===== src/rtl/star_extent_scanner.sv =====
// star_extent_scanner: from a bright seed pixel, walks right/left along the seed row,
// then down/up along the midpoint column, reporting the star's bright extents.
module star_extent_scanner #(
  parameter int WIDTH = 160,
  parameter int HEIGHT = 120,
  parameter int X_W = 8,
  parameter int Y_W = 7,
  parameter int ADDR_W = 15,
  parameter int COL_W = 3,
  parameter int THRESHOLD = 0
) (
  input  logic              clk,
  input  logic              reset,
  input  logic              start,
  input  logic [X_W-1:0]    x_in,
  input  logic [Y_W-1:0]    y_in,
  output logic [ADDR_W-1:0] mem_addr,
  input  logic [COL_W-1:0]  mem_rdata,
  output logic              busy,
  output logic              done,
  output logic              seed_bad,
  output logic [X_W-1:0]    left_x,
  output logic [X_W-1:0]    right_x,
  output logic [X_W-1:0]    mid_x,
  output logic [Y_W-1:0]    top_y,
  output logic [Y_W-1:0]    bottom_y
);
  typedef enum logic [2:0] {IDLE, SEED, RIGHT, LEFT, DOWN, UP, FIN} scanState;
  localparam logic [X_W-1:0] xMax = X_W'(WIDTH - 1);
  localparam logic [Y_W-1:0] yMax = Y_W'(HEIGHT - 1);
  localparam logic [COL_W-1:0] thr = COL_W'(THRESHOLD);
  scanState state, nState, tryS;
  logic phase, nPhase, bad, nBad, bright;
  logic [X_W-1:0] seedX, nSeedX, rW, rN, lW, lN, midN;
  logic [Y_W-1:0] seedY, nSeedY, bW, bN, tW, tN;
  logic [X_W:0] midSum;
  logic [ADDR_W-1:0] nAddr;

  function automatic logic [ADDR_W-1:0] addrOf(input logic [X_W-1:0] x, input logic [Y_W-1:0] y);
    return ADDR_W'(y) * ADDR_W'(WIDTH) + ADDR_W'(x);
  endfunction

  function automatic logic inRange(input logic [X_W-1:0] x, input logic [Y_W-1:0] y);
    return int'(x) < WIDTH && int'(y) < HEIGHT;
  endfunction

  assign bright = mem_rdata > thr;
  assign busy = state != IDLE;

  // phase 0 is the issue cycle, phase 1 the check cycle; skipped probes cost no cycles
  always_comb begin
    nState = state;
    nPhase = 1'b1;
    nBad = bad;
    nSeedX = seedX;
    nSeedY = seedY;
    nAddr = mem_addr;
    tryS = FIN;
    rN = (state == RIGHT && phase && bright) ? rW + X_W'(1) : rW;
    lN = (state == LEFT && phase && bright) ? lW - X_W'(1) : lW;
    bN = (state == DOWN && phase && bright) ? bW + Y_W'(1) : bW;
    tN = (state == UP && phase && bright) ? tW - Y_W'(1) : tW;
    midSum = {1'b0, lN} + {1'b0, rN};
    midN = X_W'(midSum >> 1);
    if (state == IDLE) begin
      nPhase = 1'b0;
      if (start) begin
        nState = SEED;
        nSeedX = x_in;
        nSeedY = y_in;
        rN = x_in;
        lN = x_in;
        bN = y_in;
        tN = y_in;
        nBad = 1'b0;
        nAddr = inRange(x_in, y_in) ? addrOf(x_in, y_in) : mem_addr;
      end
    end else if (state == FIN) begin
      nState = IDLE;
    end else if (state == SEED && !phase && !inRange(seedX, seedY)) begin
      nState = FIN;
      nBad = 1'b1;
    end else if (phase) begin
      nBad = state == SEED && !bright;
      tryS = bright ? (state == SEED ? RIGHT : state) : (state == SEED ? FIN : scanState'(state + 3'd1));
      if (tryS == RIGHT && rN == xMax) tryS = LEFT;
      if (tryS == LEFT && lN == '0) tryS = DOWN;
      if (tryS == DOWN && bN == yMax) tryS = UP;
      if (tryS == UP && tN == '0) tryS = FIN;
      nState = tryS;
      nPhase = 1'b0;
      nAddr = tryS == RIGHT ? addrOf(rN + X_W'(1), seedY) :
              tryS == LEFT  ? addrOf(lN - X_W'(1), seedY) :
              tryS == DOWN  ? addrOf(midN, bN + Y_W'(1)) :
              tryS == UP    ? addrOf(midN, tN - Y_W'(1)) : mem_addr;
    end
  end

  always_ff @(posedge clk or posedge reset)
    if (reset) begin
      state <= IDLE;
      phase <= 1'b0;
      bad <= 1'b0;
      seedX <= '0;
      seedY <= '0;
      rW <= '0;
      lW <= '0;
      bW <= '0;
      tW <= '0;
      mem_addr <= '0;
      done <= 1'b0;
      seed_bad <= 1'b0;
      left_x <= '0;
      right_x <= '0;
      mid_x <= '0;
      top_y <= '0;
      bottom_y <= '0;
    end else begin
      state <= nState;
      phase <= nPhase;
      bad <= nBad;
      seedX <= nSeedX;
      seedY <= nSeedY;
      rW <= rN;
      lW <= lN;
      bW <= bN;
      tW <= tN;
      mem_addr <= nAddr;
      done <= state == FIN;
      if (state == FIN) begin
        seed_bad <= bad;
        left_x <= lW;
        right_x <= rW;
        mid_x <= midN;
        top_y <= tW;
        bottom_y <= bW;
      end
    end
endmodule


===== config.mk =====
export PLATFORM = sky130hd
export DESIGN_NAME = star_extent_scanner
export DESIGN_NICKNAME = d
export VERILOG_FILES = /design/src/rtl/star_extent_scanner.sv
export SDC_FILE = /design/constraint.sdc
export NUM_CORES = 1
export LEC_CHECK = 0
export CORE_AREA = 2 2 132 134
export CTS_BUF_LIST = sky130_fd_sc_hd__clkbuf_4 sky130_fd_sc_hd__clkbuf_8
export CTS_CLUSTER_SIZE = 30
export DETAILED_ROUTE_END_ITERATION = 16
export DIE_AREA = 0 0 134 136
export PLACE_DENSITY_LB_ADDON = 0.2
export SLEW_MARGIN = 15
export SYNTH_ARGS = -nofsm -noshare
export SYNTH_HDL_FRONTEND = slang
export SYNTH_SLANG_ARGS = --single-unit

===== constraint.sdc =====
create_clock -name clk -period 9.6 [get_ports clk]
set_input_delay 0.96 -clock clk [delete_from_list [all_inputs] [get_ports clk]]
set_output_delay 0.96 -clock clk [all_outputs]
set_load 0.02 [all_outputs]

# == Word-level counts from Yosys, hierarchy flattened ==
# Cells that the tools add are included.
# totals
regBits,105
latch_bits,0
mem_bits_rw,0
rom_bits,0
inputBits,21
out_inout_bits,56
elab_cells,152
n_memories,0
# classes
n_addsub,15
n_mul,4
div_mod_pow,0
order_cmp,5
n_eq_ne,20
shifts,0
mux,59
bitwise,0
reduce_logical,32
# ops
cell,count
15-bit two-way mux,10
3-bit two-way mux,28
15-bit by 8-bit adder with 15-bit output,5
8-bit two-way mux,6
7-bit two-way mux,6
"7-bit by 3-bit multiplier with 10-bit output, second input constant",4
"3-bit equality test, second input constant",7
"3-bit by 2-bit equality test with 1-bit output, second input constant",6
1-bit logical AND,17
"8-bit by 1-bit adder with 8-bit output, second input constant",2
"8-bit less-than comparator, second input constant",2
"8-bit by 1-bit subtractor with 8-bit output, second input constant",2
"7-bit by 1-bit adder with 7-bit output, second input constant",2
"7-bit less-than comparator, second input constant",2
"7-bit by 1-bit subtractor with 7-bit output, second input constant",2
8-bit by 8-bit adder with 9-bit output,1
1-bit two-way mux,9
"8-bit equality test, second input constant",1
8-bit logical NOT,1
"7-bit equality test, second input constant",1
7-bit logical NOT,1
"2-bit inequality test, second input constant",3
6-bit AND reduction,1
3-bit nonzero test,2
other kinds (11),14

# == Longest topological paths before layout ==
# Gate-level depths: netlist of the first run.
# logic_depth
ltp_word,41
mapped_depth,25
mapped_depth_nobuf,23

# == Worst setup path before layout of the first run ==
# No wires, ideal clock.
# synth_path
path_kind,input to register
start,input port mem_rdata[0]
end,register mem_addr[11]
setup_time_ns,0.064
arrival_time_ns,5.229
required_ns,9.536
path_slack_ns,4.307
cell_stages,23
n_path_buf,2
path_cell_list,o311a_1 buf_2 nand2_1 xor2_1 inv_1 ha_1 and4b_1 a32o_1 a211o_1 and3_1 a21oi_2 o21ai_2 buf_6 nand2_1 o21ai_0 ha_1 fa_1 a21o_1 and3_1 xor2_1 nor2_1 o41ai_2 mux2_4
# synth_between
elab_chain_cells,39
word_cells_on_any_way,67
cone_classes,add/sub (9); mul (2); order compare (1); eq/ne (10); mux (33); reduce/logical (12)
# synth_rtl
item,line,text
"start, declared",18,"input logic [COL_W-1:0] mem_rdata,"
3-bit by 1-bit > comparator with 1-bit output *,47,assign bright = mem_rdata > thr;
1-bit logical AND,59,rN = (state == RIGHT && phase && bright) ? rW + X_W'(1) : rW;
8-bit two-way mux,59,
8-bit equality test,86,if (tryS == RIGHT && rN == xMax) tryS = LEFT;
1-bit logical AND,86,
3-bit two-way mux,86,
3-bit two-way mux,83,end else if (phase) begin
3-bit two-way mux,80,"end else if (state == SEED && !phase && !inRange(seedX, seedY)) begin"
[... 23 more ...],-,
3-bit equality test,94,"tryS == DOWN ? addrOf(midN, bN + Y_W'(1)) :"
15-bit two-way mux,94,
15-bit two-way mux,93,"tryS == LEFT ? addrOf(lN - X_W'(1), seedY) :"
15-bit two-way mux,92,"nAddr = tryS == RIGHT ? addrOf(rN + X_W'(1), seedY) :"
15-bit two-way mux,83,
15-bit two-way mux,80,
15-bit two-way mux,78,end else if (state == FIN) begin
15-bit two-way mux,65,if (state == IDLE) begin
"end signal, assigned",128,mem_addr <= nAddr;
"end, declared",17,"output logic [ADDR_W-1:0] mem_addr,"
# Every way passes the cells marked *; elsewhere a longest branch is shown, timed or not. The select of a mux whose other input is x is not followed.
# A chain may end at the register's enable or synchronous reset.

# == Worst setup path in the final report of the first run ==
# Ends and elaborated chain as after synthesis.

==> reports/results.ini, run 1 <==
[outcome]
status=complete, no violations

[drt]
drc=0
wl_per_cell_um=18.0
drtIter0Drc=493
viasPerCell=5.69
ant_nets=0
drt-pass1-iter-count=7
vias=6793
routed_wl_um=21500

[synthesis]
ys_ff_latch=100
synth.net_count=1010
synth_warnings=0
synth_edf_count=0
async_flop_share_pct=100
synth_ff_type=dfrtp_1
synth_seq_area_share_pct=30.1
synth.distinct_cells=88
syn_area_sq_mm=0.00830
avgSynthCellArea_sq_um=9.16
syn_inst=906

[floorplan]
core-area_sq_mm=0.0169
die_y_um=136
pin_count=77
die_area_sq_mm=0.0182
die_w_um=134
rows=48
initial_core_util_pct=49.2

[cells_and_area]
final_common_cell=dfrtp_1
syn_to_final_growth_pct=13.6
final_cell_mix=dfrtp_1, nand2_1, clkdlybuf4s50_1
fillers=1548
num-nets-final=1067
num_antenna_cells=0
layout-drive-gt1-share_pct=10.0

[timing]
drv_slew=0
period_share_pct=64.0
maxSlewHeadroom_pct=48.3
rsz0062_at_grt=false
clock_skew_ns=0.0202
finalSetupTns_ns=0
tightest_slew_ns=0.775
max_freq_mhz=163
layout_min_cycle_time_ns=6.15
hold_viol=0
final-setup-viol-count=0

[critical_path]
slowest_delay_ns=0.65
crit_chain=clkdlybuf4s50_1 -> nor3_4 -> nor2_2 -> mux2i_1 -> inv_1 -> ha_1 -> and3_1 -> a32oi_2 -> o41ai_4 -> o21ai_2 -> o21ai_0 -> ha_1 -> fa_1 -> a21o_1 -> and3_1 -> xor2_1 -> nor2_1 -> o41ai_2 -> mux2_4
worstSetupPathType=in2reg
arrival_ns=6.48
end_kind=flip-flop
slowest_stage=o21ai_2
cp_max_fo=19
required_ns=9.93
startpoint_type=input pin

[cts]
clkSlewWorstSetupHoldPaths_ns=0.10
insertion_delay_ns=0.39
clock-sinks=100
clockBufferDepth=2
post_cts_buffers=0
ctsResizeCount=0
clockRootBuffer=clkbuf_8
cts_tree=done
ctsHoldBuffers=0
numCtsBuffers=9
htreeDepth=3

[global_routing]
grt_pass1_vias=6573
grt_pass1_wl_um=34800
grt_max_degree=56
grt_overflow_total=0
antenna_found_initial=0
grt_usage_pct=24.4

[place]
dp_hpwl_um=16500
port_buffers=76
place_congestion=0.902

[hold_path]
hp-class=reg2reg

[flow_run]
drv_cap=0

-- per-stage QoR --
| step | instances | cell area [sq um] | hold WS (ns) | setup WS [ns] | utilization, % |
|---|---|---|---|---|---|
| 2_1_floorplan | 906 | 8300 | 0.445 | 4.31 | - |
| 3_3_place_gp | 1177 | 9200 | 0.461 | 3.20 | 54.5 |
| 3_5_place_dp | 1177 | 9200 | 0.466 | 3.08 | 54.5 |
| 4_1_cts | 1193 | 9430 | 0.489 | 3.48 | 55.9 |
| 5_1_grt | 1193 | 9430 | 0.520 | 3.01 | 55.9 |
| 6_report | 1193 | 9430 | 0.480 | 3.45 | 55.9 |
-- kinds of logic after synthesis --
logic type,Yosys count,share of synthesized area [%]
xor gates and xnor gates,94,10.0
AOI/OAI and AO/OA,224,18.3
and+or+nand+nor,261,16.1
adders and majority gates,84,13.4
muxes,56,7.45
DFF,100,30.1
buffers and inverters,87,4.55
-- state kept, by name, indices dropped and copies added (netlist names), 8 cells and up --
register	count
lW	8
right_x	8
mem_addr	15
mid_x	8
rW	8
left_x	8
-- routing by layer --
| metal | share of wire [%] | vias up | global-route usage (%) |
|---|---|---|---|
| met5 | 0 | - | 0 |
| met4 | 1.8 | 0 | 6.26 |
| met3 | 4.4 | 25 | 3.77 |
| met2 | 47 | 172 | 40.4 |
| met1 | 46 | 3251 | 33.5 |
| li1 | - | 3345 | - |
-- synthesized netlist by cell type (7+ instances only) --
| library cell | count | area, sq um |
|---|---|---|
| a211oi_1 | 7 | 52.6 |
| a21o_1 | 19 | 143 |
| a21oi_1 | 75 | 375 |
| and3_1 | 8 | 50.1 |
| buf_2 | 9 | 45.0 |
| clkbuf_1 | 18 | 67.6 |
| dfrtp_1 | 100 | 2500 |
| fa_1 | 9 | 180 |
| ha_1 | 74 | 926 |
| inv_1 | 52 | 195 |
| mux2_2 | 41 | 462 |
| mux2i_1 | 13 | 130 |
| nand2_1 | 79 | 297 |
| nand2b_1 | 7 | 43.8 |
| nand3_1 | 15 | 75.1 |
| nand4_1 | 13 | 81.3 |
| nor2_1 | 59 | 221 |
| nor2b_1 | 11 | 68.8 |
| nor3_1 | 19 | 95.1 |
| o21ai_0 | 38 | 190 |
| o21ai_1 | 12 | 60.1 |
| o21ai_2 | 8 | 70.1 |
| or3_1 | 9 | 56.3 |
| xnor2_1 | 47 | 412 |
| xor2_1 | 46 | 403 |
-- final timing paths --
kind	startpoint	endpoint	slack, ns	cells past startpoint
worst min-delay path	bad	bad	0.48	2
worst max-delay path	mem_rdata[0]	mem_addr[11]	3.45	19
min in group asynchronous	reset	top_y[1]	1.00	2
worst max register to register	phase	mem_addr[11]	3.95	18
worst min register to register	bad	bad	0.48	2
max in group asynchronous	reset	seed_bad	7.48	3
-- final cells by class --
class                   count  area (sq um)  area share, %
clock buffers               9           124           1.31
inverters                  52           198           2.10
well taps                 225           282           2.99
multi-input cells         719          5420           57.5
clock inverters             7           106           1.13
flip-flops and latches    100          2500           26.5
repair buffers             81           798           8.46
-- critical path, delay by kind of cell --
| kind | cells | cell delay [ns] |
|---|---|---|
| buffers and inverters | 2 | 0.66 |
| XOR/XNOR | 1 | 0.14 |
| adder cells (fa/ha/maj) | 3 | 0.92 |
| AO/OA/AOI/OAI | 6 | 1.95 |
| multiplexers | 2 | 0.58 |
| AND/OR/NAND/NOR | 5 | 1.26 |
Power of run 1 is left out: the tool's default activity adds up to more than one toggle a clock period on the data nets, which glitch-free logic cannot reach.
==> inputs of run 2 (changes only) <==
==> constraint.sdc (replaced) <==
create_clock -name clk -period 5.7 [get_ports clk]
set_input_delay 0.57 -clock clk [delete_from_list [all_inputs] [get_ports clk]]
set_output_delay 0.57 -clock clk [all_outputs]
set_load 0.02 [all_outputs]
==> run 2 against run 1 <==
  * Sequential cell count unchanged
  * Register-to-register slack worse by 3.3 ns
  * First-iteration DRC count down 22%
  * Non-clock buffer count up 21
  * Core utilization grew 0.96 points
  * Sequential share of layout area decreased by 0.45 points
  * Hold slack gained 0.0031 ns
  * Routed wire length grew 1.6%
  * Count of clock-buffer cells in the layout is 2 higher
  * Worst setup slack worse by 3.0 ns
  * Global-route usage rose by 0.34 points
==> reports/results.ini, run 2 (same netlist as run 1, synthesis figures left out) <==
[place]
port_buffers=76  ; unchanged
place_congestion=0.902  ; about the same
placed_area_sq_mm=0.00936  ; +1.7%
dp_hpwl_um=16800  ; +1.5%

[critical_path]
required_ns=6.00  ; -3.93 ns
startpoint_type=input pin
cp_max_fo=16  ; -3
path_buf_inv=3  ; +1
arrival_ns=5.51  ; -0.97 ns
slowest_delay_ns=0.48  ; -0.17 ns
r2r-start=state[1]
path_delay_family=compound AO/OA/AOI/OAI gates
slowest_stage=clkdlybuf4s50_1
crit_chain=clkdlybuf4s50_1 -> o311a_1 -> nand2_1 -> mux2i_1 -> inv_1 -> ha_1 -> and4b_1 -> a32o_1 -> a211o_1 -> and3_1 -> a21oi_2 -> o21ai_2 -> buf_4 -> mux2_1 -> ha_1 -> a21o_1 -> and3_1 -> nand2_1 -> xnor2_1 -> mux2i_1 -> a31oi_1 -> o31ai_1
end_kind=flip-flop
crit_path_start=mem_rdata[0]
worstSetupPathType=in2reg

[global_routing]
grt_usage_pct=24.7  ; +0.34 points
antenna_found_initial=0  ; unchanged
grt_max_degree=52  ; -7.1%
grt_overflow_total=0  ; unchanged
grt_pass1_wl_um=35300  ; +1.3%
grt_pass1_vias=6752  ; +2.7%

[drt]
routed_wl_um=21800  ; +1.6%
ant_nets=0  ; unchanged
drt-pass1-iter-count=5  ; -2
vias=6945  ; +2.2%
wl_per_cell_um=18.0  ; -0.15%
drc=0  ; unchanged
viasPerCell=5.72  ; +0.47%
drtIter0Drc=385  ; -22%

[timing]
period_share_pct=91.4
finalSetupTns_ns=0  ; unchanged
hold_slack_ns=0.484  ; +0.00311 ns
hold_viol=0  ; unchanged
rsz0062_at_grt=false
maxSlewHeadroom_pct=54.3  ; +6.0 points
drv_slew=0  ; unchanged
final-setup-viol-count=0  ; unchanged
clock_skew_ns=0.0183  ; -0.00197 ns
max_freq_mhz=192
layout_min_cycle_time_ns=5.21
tightest_slew_ns=0.685  ; -0.0903 ns

[cells_and_area]
final_cell_mix=dfrtp_1, nand2_1, clkdlybuf4s50_1
layout-drive-gt1-share_pct=11.9  ; +1.9 points
final_common_cell=dfrtp_1
regMostFlops=mem_addr
num-nets-final=1088  ; +2.0%
fin_area_sq_mm=0.00959  ; +1.7%
syn_to_final_growth_pct=15.6
num_antenna_cells=0  ; unchanged
largest_reg_flops=15  ; unchanged

[outcome]
status=complete, no violations

[floorplan]
initial_core_util_pct=49.2  ; unchanged
die_area_sq_mm=0.0182  ; unchanged
rows=48  ; unchanged
die_y_um=136  ; unchanged
die_w_um=134  ; unchanged
pin_count=77  ; unchanged
core-area_sq_mm=0.0169  ; unchanged

[cts]
numCtsBuffers=9  ; unchanged
clockBufferDepth=2  ; unchanged
clkSlewWorstSetupHoldPaths_ns=0.10  ; about the same
ctsResizeCount=0  ; unchanged
ctsHoldBuffers=0  ; unchanged
clockRootBuffer=clkbuf_8
htreeDepth=3  ; unchanged
post_cts_buffers=0  ; unchanged
cts_tree=done
clock-sinks=100  ; unchanged
insertion_delay_ns=0.40  ; about the same

[hold_path]
hold_start=mid_x[0]
hp-class=reg2reg

[flow_run]
drv_cap=0  ; unchanged

## run 2: changes by cell type in the layout (fill, tap and decap cells not counted), sizes merged
cell,delta
buf,+21
clkinv,+2
inv,-2
clkinvlp,-2
clkbuf,+2
## run 2: tightest hold or removal path, stage by stage (launching register included)
cell and delay (ns):
dfrtp_1 0.35, nand2_1 0.05, o21ai_0 0.06
## run 2: layer usage
layer	up-vias	track usage (%)	wire, um
met1	3329	33.4	10100
met2	190	41.3	10300
met3	37	2.54	920
met5	-	0	0
met4	0	8.98	542
li1	3389	-	-
## run 2: worst paths after layout
| path | end | slack [ns] | depth (start not counted) |
|---|---|---|---|
| worst max register to register | mem_addr[12] | 0.63 | 21 |
| worst min-delay path | mid_x[0] | 0.48 | 2 |
| worst max-delay path | mem_addr[12] | 0.49 | 22 |
| min in group asynchronous | bW[3] | 0.64 | 2 |
| max in group asynchronous | mem_addr[3] | 3.96 | 3 |
| worst min register to register | mid_x[0] | 0.48 | 2 |
## run 2: through the flow
stage / instances / worst slack [ns] / util [%]
finish: 1214 / 0.492 / 56.8
global route: 1214 / 0.112 / 56.8
CTS: 1214 / 0.542 / 56.8
detailed placement: 1198 / 0.143 / 55.4
global placement: 1198 / 0.280 / 55.4
floorplan: 906 / 0.797 / -
## run 2: layout make-up
cell class                      count  area (sq um)
Fill cell                        1533          7280
Multi-Input combinational cell    719          5420
Sequential cell                   100          2500
Timing Repair Buffer              102           956
Tap cell                          225           282
Inverter                           52           198
Clock buffer                       11           151
Clock inverter                      5          82.6
Power of run 2 is left out for the same reason.
==> inputs of run 3 (changes only) <==
--- a/config.mk
+++ b/config.mk
@@ -5,6 +5,7 @@
 export SDC_FILE = /design/constraint.sdc
 export NUM_CORES = 1
 export LEC_CHECK = 0
+export ABC_CLOCK_PERIOD_IN_PS = 5700
 export CORE_AREA = 2 2 132 134
 export CTS_BUF_LIST = sky130_fd_sc_hd__clkbuf_4 sky130_fd_sc_hd__clkbuf_8
 export CTS_CLUSTER_SIZE = 30
@@ -15,3 +16,4 @@
 export SYNTH_ARGS = -nofsm -noshare
 export SYNTH_HDL_FRONTEND = slang
 export SYNTH_SLANG_ARGS = --single-unit
+export TNS_END_PERCENT = 100
==> results of run 3 <==
The final DEF is identical to that of run 2; final timing and power are the same.
Power of run 3 is left out for the same reason.
==> variant 1 (config.mk and constraints of run 2) <==
Register the inputs `start`, `x_in`, `y_in` and `mem_rdata` before use, with the module's reset. The logic sees them one clock later.
--- a/src/rtl/star_extent_scanner.sv
+++ b/src/rtl/star_extent_scanner.sv
@@ -30,4 +30,24 @@
   localparam logic [Y_W-1:0] yMax = Y_W'(HEIGHT - 1);
   localparam logic [COL_W-1:0] thr = COL_W'(THRESHOLD);
+
+  logic start_q;
+  logic [X_W-1:0] x_q;
+  logic [Y_W-1:0] y_q;
+  logic [COL_W-1:0] mem_rdata_q;
+
+  always_ff @(posedge clk or posedge reset) begin
+    if (reset) begin
+      start_q     <= '0;
+      x_q         <= '0;
+      y_q         <= '0;
+      mem_rdata_q <= '0;
+    end else begin
+      start_q     <= start;
+      x_q         <= x_in;
+      y_q         <= y_in;
+      mem_rdata_q <= mem_rdata;
+    end
+  end
+
   scanState state, nState, tryS;
   logic phase, nPhase, bad, nBad, bright;
@@ -45,5 +65,5 @@
   endfunction
 
-  assign bright = mem_rdata > thr;
+  assign bright = mem_rdata_q > thr;
   assign busy = state != IDLE;
 
@@ -65,14 +85,14 @@
     if (state == IDLE) begin
       nPhase = 1'b0;
-      if (start) begin
+      if (start_q) begin
         nState = SEED;
-        nSeedX = x_in;
-        nSeedY = y_in;
-        rN = x_in;
-        lN = x_in;
-        bN = y_in;
-        tN = y_in;
+        nSeedX = x_q;
+        nSeedY = y_q;
+        rN = x_q;
+        lN = x_q;
+        bN = y_q;
+        tN = y_q;
         nBad = 1'b0;
-        nAddr = inRange(x_in, y_in) ? addrOf(x_in, y_in) : mem_addr;
+        nAddr = inRange(x_q, y_q) ? addrOf(x_q, y_q) : mem_addr;
       end
     end else if (state == FIN) begin
Behaviour: not the same (a bounded check fails within 4 cycles, from zero or initial values and one cycle with reset high).
==> variant 1 against run 2 <==
Clock skew down 0.0074 ns. Critical endpoint is now mem_addr[10]$_DFFE_PP0P_. Critical path depth unchanged. Synthesized cell count up 5.0%. Worst setup slack worse by 0.24 ns. Routed wire length up 5.2%. Synthesized area up 4.6%. Die area unchanged. Utilization up 2.9 points. Sequential cell count up 19. Cell area up 5.1%.
Power is not shown: default switching activity piles up to over one toggle a cycle in this logic, so the estimate is an artifact.
==> variant 1: results (changes against run 2) <==
Layout
  – Fillers: 1482 (-3.3%)
  – Util after Layout: 59.8% (+2.9 points)
  – Layout cells sized above 1: 10.1% (-1.9 points)
  – Final #Nets: 1125 (+3.4%)
  – Max FFs per register: 15 (unchanged)
  – Largest register by flop count: mem_addr

STA
  – Final Skew: 0.0108 ns (-0.00745 ns)
  – Crit path time final: 5.45 ns (+0.243 ns)
  – Tightest Pin Transition: 1.06 ns (+0.379 ns)
  – Min Hold Slack: 0.477 ns (-0.00695 ns)

Min path
  – WHS Endpoint: left_x[0]$_DFFE_PP0P_
  – Hold Crit Depth: 2 (unchanged)
  – Hold/Removal Path Class: reg2reg
  – Hold_sp: left_x[0]$_DFFE_PP0P_

Synth
  – Post-Synth Adder-Cell Area: 12.7% (-0.71 points)
  – Complex-gate fraction of the synthesized area: 17.4% (-0.81 points)
  – Mux cell area share after synthesis: 6.09% (-1.4 points)
  – Xor and xnor area share after synthesis: 8.77% (-1.2 points)
  – Synth top cells by count: 119 x dfrtp_1, 85 x nand2_1, 83 x a21oi_1, 74 x ha_1, 68 x nor2_1
  – Fraction of the yosys area taken by sequential cells: 34.3% (+4.1 points)
  – Yosys cell types: 80 (-9.1%)
  – Top FF cell, synth: dfrtp_1
  – Dominant cells by area after synthesis: dfrtp_1 34%, ha_1 11%, xnor2_1 5.3%
  – Synth Area per Inst: 9.13 um^2 (-0.32%)
  – Post-Syn Nets: 1055 (+4.5%)

Clock tree
  – CTS buffer count: 17 (+8)
  – Root Driver: clkbuf_8
  – H-tree Lvls: 4 (+1)
  – Worst skew pair latency: 0.46 ns (+0.06 ns)
  – Clock Pin Slew Worst Setup and Hold Paths: 0.07 ns (-0.03 ns)

Placed design
  – GPL Wtd Cong: 0.918 (+1.7%)
  – Place WS: 0.310 ns (+0.167 ns)
  – Area post-placement: 0.00967 mm^2 (+3.3%)
  – Detailed placer's ending HPWL: 17000 um (+1.4%)
  – Dpl cells: 1227 (+2.4%)

Worst setup path
  – FF-to-FF End: mem_addr[10]$_DFFE_PP0P_
  – Reg2reg start: state[0]$_DFFE_PP0P_
  – Worst setup EP type: flip-flop
  – R2R Setup Slk: 0.25 ns (-0.38 ns)
  – Worst path slowest cell: dfrtp_1
  – Max incr delay on CP: 0.44 ns (-0.04 ns)
  – CP Launch Type: flip-flop
  – Worst Path Max Fanout: 17 (+1)
  – Worst EP arrival: 5.84 ns (+0.33 ns)
  – Reg2Reg Depth: 22 (+4.8%)
  – Crit path max-delay family: compound AO/OA/AOI/OAI gates

Route
  – 1st-iter DRT viols: 615 (+60%)
  – Via/cell ratio: 5.81 (+1.5%)
  – Drt wl/cell: 18.2 um (+1.4%)
  – Pre-antenna DRT Iters: 6 (+1)
  – Vias post-DR: 7310 (+5.3%)

Run status
  – Outcome: finished, final reports clean

Global routing
  – Total track usage: 26.3% (+1.6 points)
  – Global-route wire length before repair: 37200 um (+5.3%)
  – Vias in the first global route: 7060 (+4.6%)
  – Antenna violations before repair: 0 (unchanged)
  – Largest net degree at the start of global routing: 73 (+40%)
## variant 1: changes by cell type after synthesis, moves of 8 or more
cell | before | now
dfrtp_1 | 100 | 119
o21ai_0 | 38 | 50
xor2_1 | 46 | 34
nor2b_1 | 11 | 21
inv_1 | 52 | 61
nor2_1 | 59 | 68
a21oi_1 | 75 | 83
o21ai_2 | 8 | 0
## variant 1: layer usage
metal  share of wire [%]  global-route usage (%)  wire, um
met3                 6.3                    4.77      1450
met2                  44                    39.7     10000
met4                 2.3                    8.57       517
met5                   0                       0         0
met1                  48                    38.3     10900
## variant 1: layout make-up
class / instances / share of cell area [%]
Inverter: 62 / 2.33
Sequential cell: 119 / 29.5
Clock inverter: 11 / 1.25
Tap cell: 225 / 2.79
Timing Repair Buffer: 90 / 8.62
Multi-Input combinational cell: 731 / 52.8
Clock buffer: 21 / 2.68
## variant 1: tightest hold or removal path, cell delays in order, from the launching register on
cell	delay [ns]
dfrtp_1	0.34
nand2_1	0.04
o21ai_0	0.05
==> variant 2 (flow settings as in run 2) <==
Without the edit above. The parameter `HEIGHT` goes from 120 to 90.
--- a/src/rtl/star_extent_scanner.sv
+++ b/src/rtl/star_extent_scanner.sv
@@ -3,5 +3,5 @@
 module star_extent_scanner #(
   parameter int WIDTH = 160,
-  parameter int HEIGHT = 120,
+  parameter int HEIGHT = 90,
   parameter int X_W = 8,
   parameter int Y_W = 7,
Behaviour: not the same (Yosys sat finds a counterexample within 4 cycles, from zero or initial values and one cycle with reset high).
==> variant 2 against run 2 <==
Count of clock-buffer cells in the layout fell by 2. Final cell count increased by 3.2%. Synthesized area is 0.35% higher. Sequential cell count did not move. Sequential share of layout area decreased by 0.59 points. Cell area up 2.3%. Die area did not move. Critical path depth increased by 1. Routed wire length grew 3.0%. Worst setup slack better by 0.018 ns. First-iteration DRC count increased by 18%. Fmax grew 0.35%.
Power is left out: the tool's default activity adds up to more than one toggle a clock period on the data nets, which glitch-free logic cannot reach.
==> variant 2: results (changes against run 2) <==
Clock tree
  – Root Driver: clkbuf_8
  – Post-cts resize count: 0 (unchanged)
  – CTS buffer count: 9 (unchanged)
  – H-tree Lvls: 3 (unchanged)
  – Clock Pin Slew Worst Setup and Hold Paths: 0.11 ns
  – Worst skew pair latency: 0.40 ns (about the same)
  – CTS max path bufs: 2 (unchanged)
  – Number of buffers inserted by post-CTS setup repair: 0 (unchanged)

Synth
  – Ys Warns: 0 (unchanged)
  – Dominant cells by area after synthesis: dfrtp_1 30%, ha_1 11%, xnor2_1 5.9%
  – Post-Syn Nets: 1028 (+1.8%)
  – Number of synthesized flops with an enable pin: 0 (unchanged)
  – Synth top cells by count: 100 x dfrtp_1, 82 x nor2_1, 75 x ha_1, 71 x nand2_1, 62 x a21oi_1
  – Fraction of the yosys area taken by sequential cells: 30.0% (-0.10 points)
  – Top FF cell, synth: dfrtp_1
  – Post-synth ARST share: 100% (unchanged)
  – Synthesized instance count: 923 (+1.9%)
  – Yosys cell types: 78 (-11%)

Min path
  – Hold/Removal Path Class: reg2reg
  – Hold Crit Depth: 2 (unchanged)
  – Hold_sp: mid_x[4]$_DFFE_PP0P_
  – WHS Endpoint: mid_x[4]$_DFFE_PP0P_

Global routing
  – Antenna violations before repair: 0 (unchanged)
  – Total track usage: 26.0% (+1.3 points)
  – Largest net degree at the start of global routing: 57 (+9.6%)
  – Global-route wire length before repair: 37100 um (+5.0%)
  – Vias in the first global route: 7058 (+4.5%)

Layout
  – Layout cells sized above 1: 13.1% (+1.2 points)
  – Max FFs per register: 15 (unchanged)
  – Final #Nets: 1128 (+3.7%)
  – Final non-filler cell total: 1253 (+3.2%)
  – N_diodes: 0 (unchanged)
  – Largest register by flop count: mem_addr

Run status
  – Outcome: finished, final reports clean

Route
  – Drt wl/cell: 17.9 um (-0.20%)
  – 1st-iter DRT viols: 453 (+18%)
  – Pre-antenna DRT Iters: 7 (+2)
  – Via/cell ratio: 5.71 (-0.25%)

Placed design
  – Area post-placement: 0.00959 mm^2 (+2.5%)
  – PortBufs: 76 (unchanged)
  – Detailed placer's ending HPWL: 17300 um (+3.2%)
  – GPL Wtd Cong: 0.901 (-0.12%)
  – Dpl cells: 1237 (+3.3%)
  – Place WS: 0.0219 ns (-0.121 ns)

Worst setup path
  – Worst EP arrival: 5.46 ns (-0.05 ns)
  – Setup crit start: state[0]$_DFFE_PP0P_
  – Worst setup path end: mem_addr[12]$_DFFE_PP0P_
  – R2R Setup Slk: 0.51 ns (-0.12 ns)
  – Reg2Reg Depth: 23 (+9.5%)
  – WS Path Type: reg2reg
  – Worst Path Max Fanout: 5 (-11)

STA
  – Final Cycle Share: 91.0% (-0.32 points)
  – Max transition margin: 45.3% (-9.0 points)
  – Final Skew: 0.0115 ns (-0.00671 ns)
  – Min Hold Slack: 0.484 ns (+0.000650 ns)
-- variant 2: cell types whose count changed after synthesis, moves of 9 or more --
cell	change
nor2_1	+23
a21oi_1	-13
clkbuf_1	+12
o21ai_1	-11
a31oi_1	+9
xnor2_1	+9
-- variant 2: worst max-delay path: stages (launching register included) --
cell and delay [ns]:
dfrtp_1 0.46, inv_1 0.11, ha_1 0.23, nand2b_1 0.19, nor2_2 0.23, xor2_1 0.23
ha_2 0.28, nand4bb_1 0.13, nor4_2 0.20, nor4_2 0.11, a2111oi_2 0.34, o211a_1 0.23
o21a_2 0.17, mux2_2 0.35, ha_1 0.28, a21o_1 0.16, a21oi_1 0.21, nor2_1 0.10
and3_1 0.19, xnor2_1 0.17, nand2_1 0.07, o31a_1 0.24, a221oi_1 0.26, o22ai_1 0.12
-- variant 2: per-layer routing --
layer  track usage [%]  share of wire [%]  vias to the layer above
met2              42.0                 46                      166
met1              35.0                 46                     3443
li1                  -                  -                     3490
met5                 0                  0                        -
met3              3.17                3.6                       51
met4              11.9                4.0                        0
-- variant 2: final cells by class --
class	instances	area (um^2)
clock buffer	9	124
clock inverter	7	83.8
fill	1565	7060
inverter	52	198
multi-input combinational	735	5500
sequential	100	2500
tap	225	282
timing repair buffer	125	1130
-- variant 2: logic make-up (layout without fill, tap and decap cells) --
group                      after synthesis  after routing  share of synthesized area (%)
xor gates and xnor gates                95             95                           10.2
muxes                                   56             56                           7.35
and+or+nand+nor                        280            280                           17.3
adders and majority gates               84             84                           13.4
buffers and inverters                   88            193                           4.16
DFF                                    100            100                           30.0
AOI/OAI and AO/OA                      220            220                           17.6
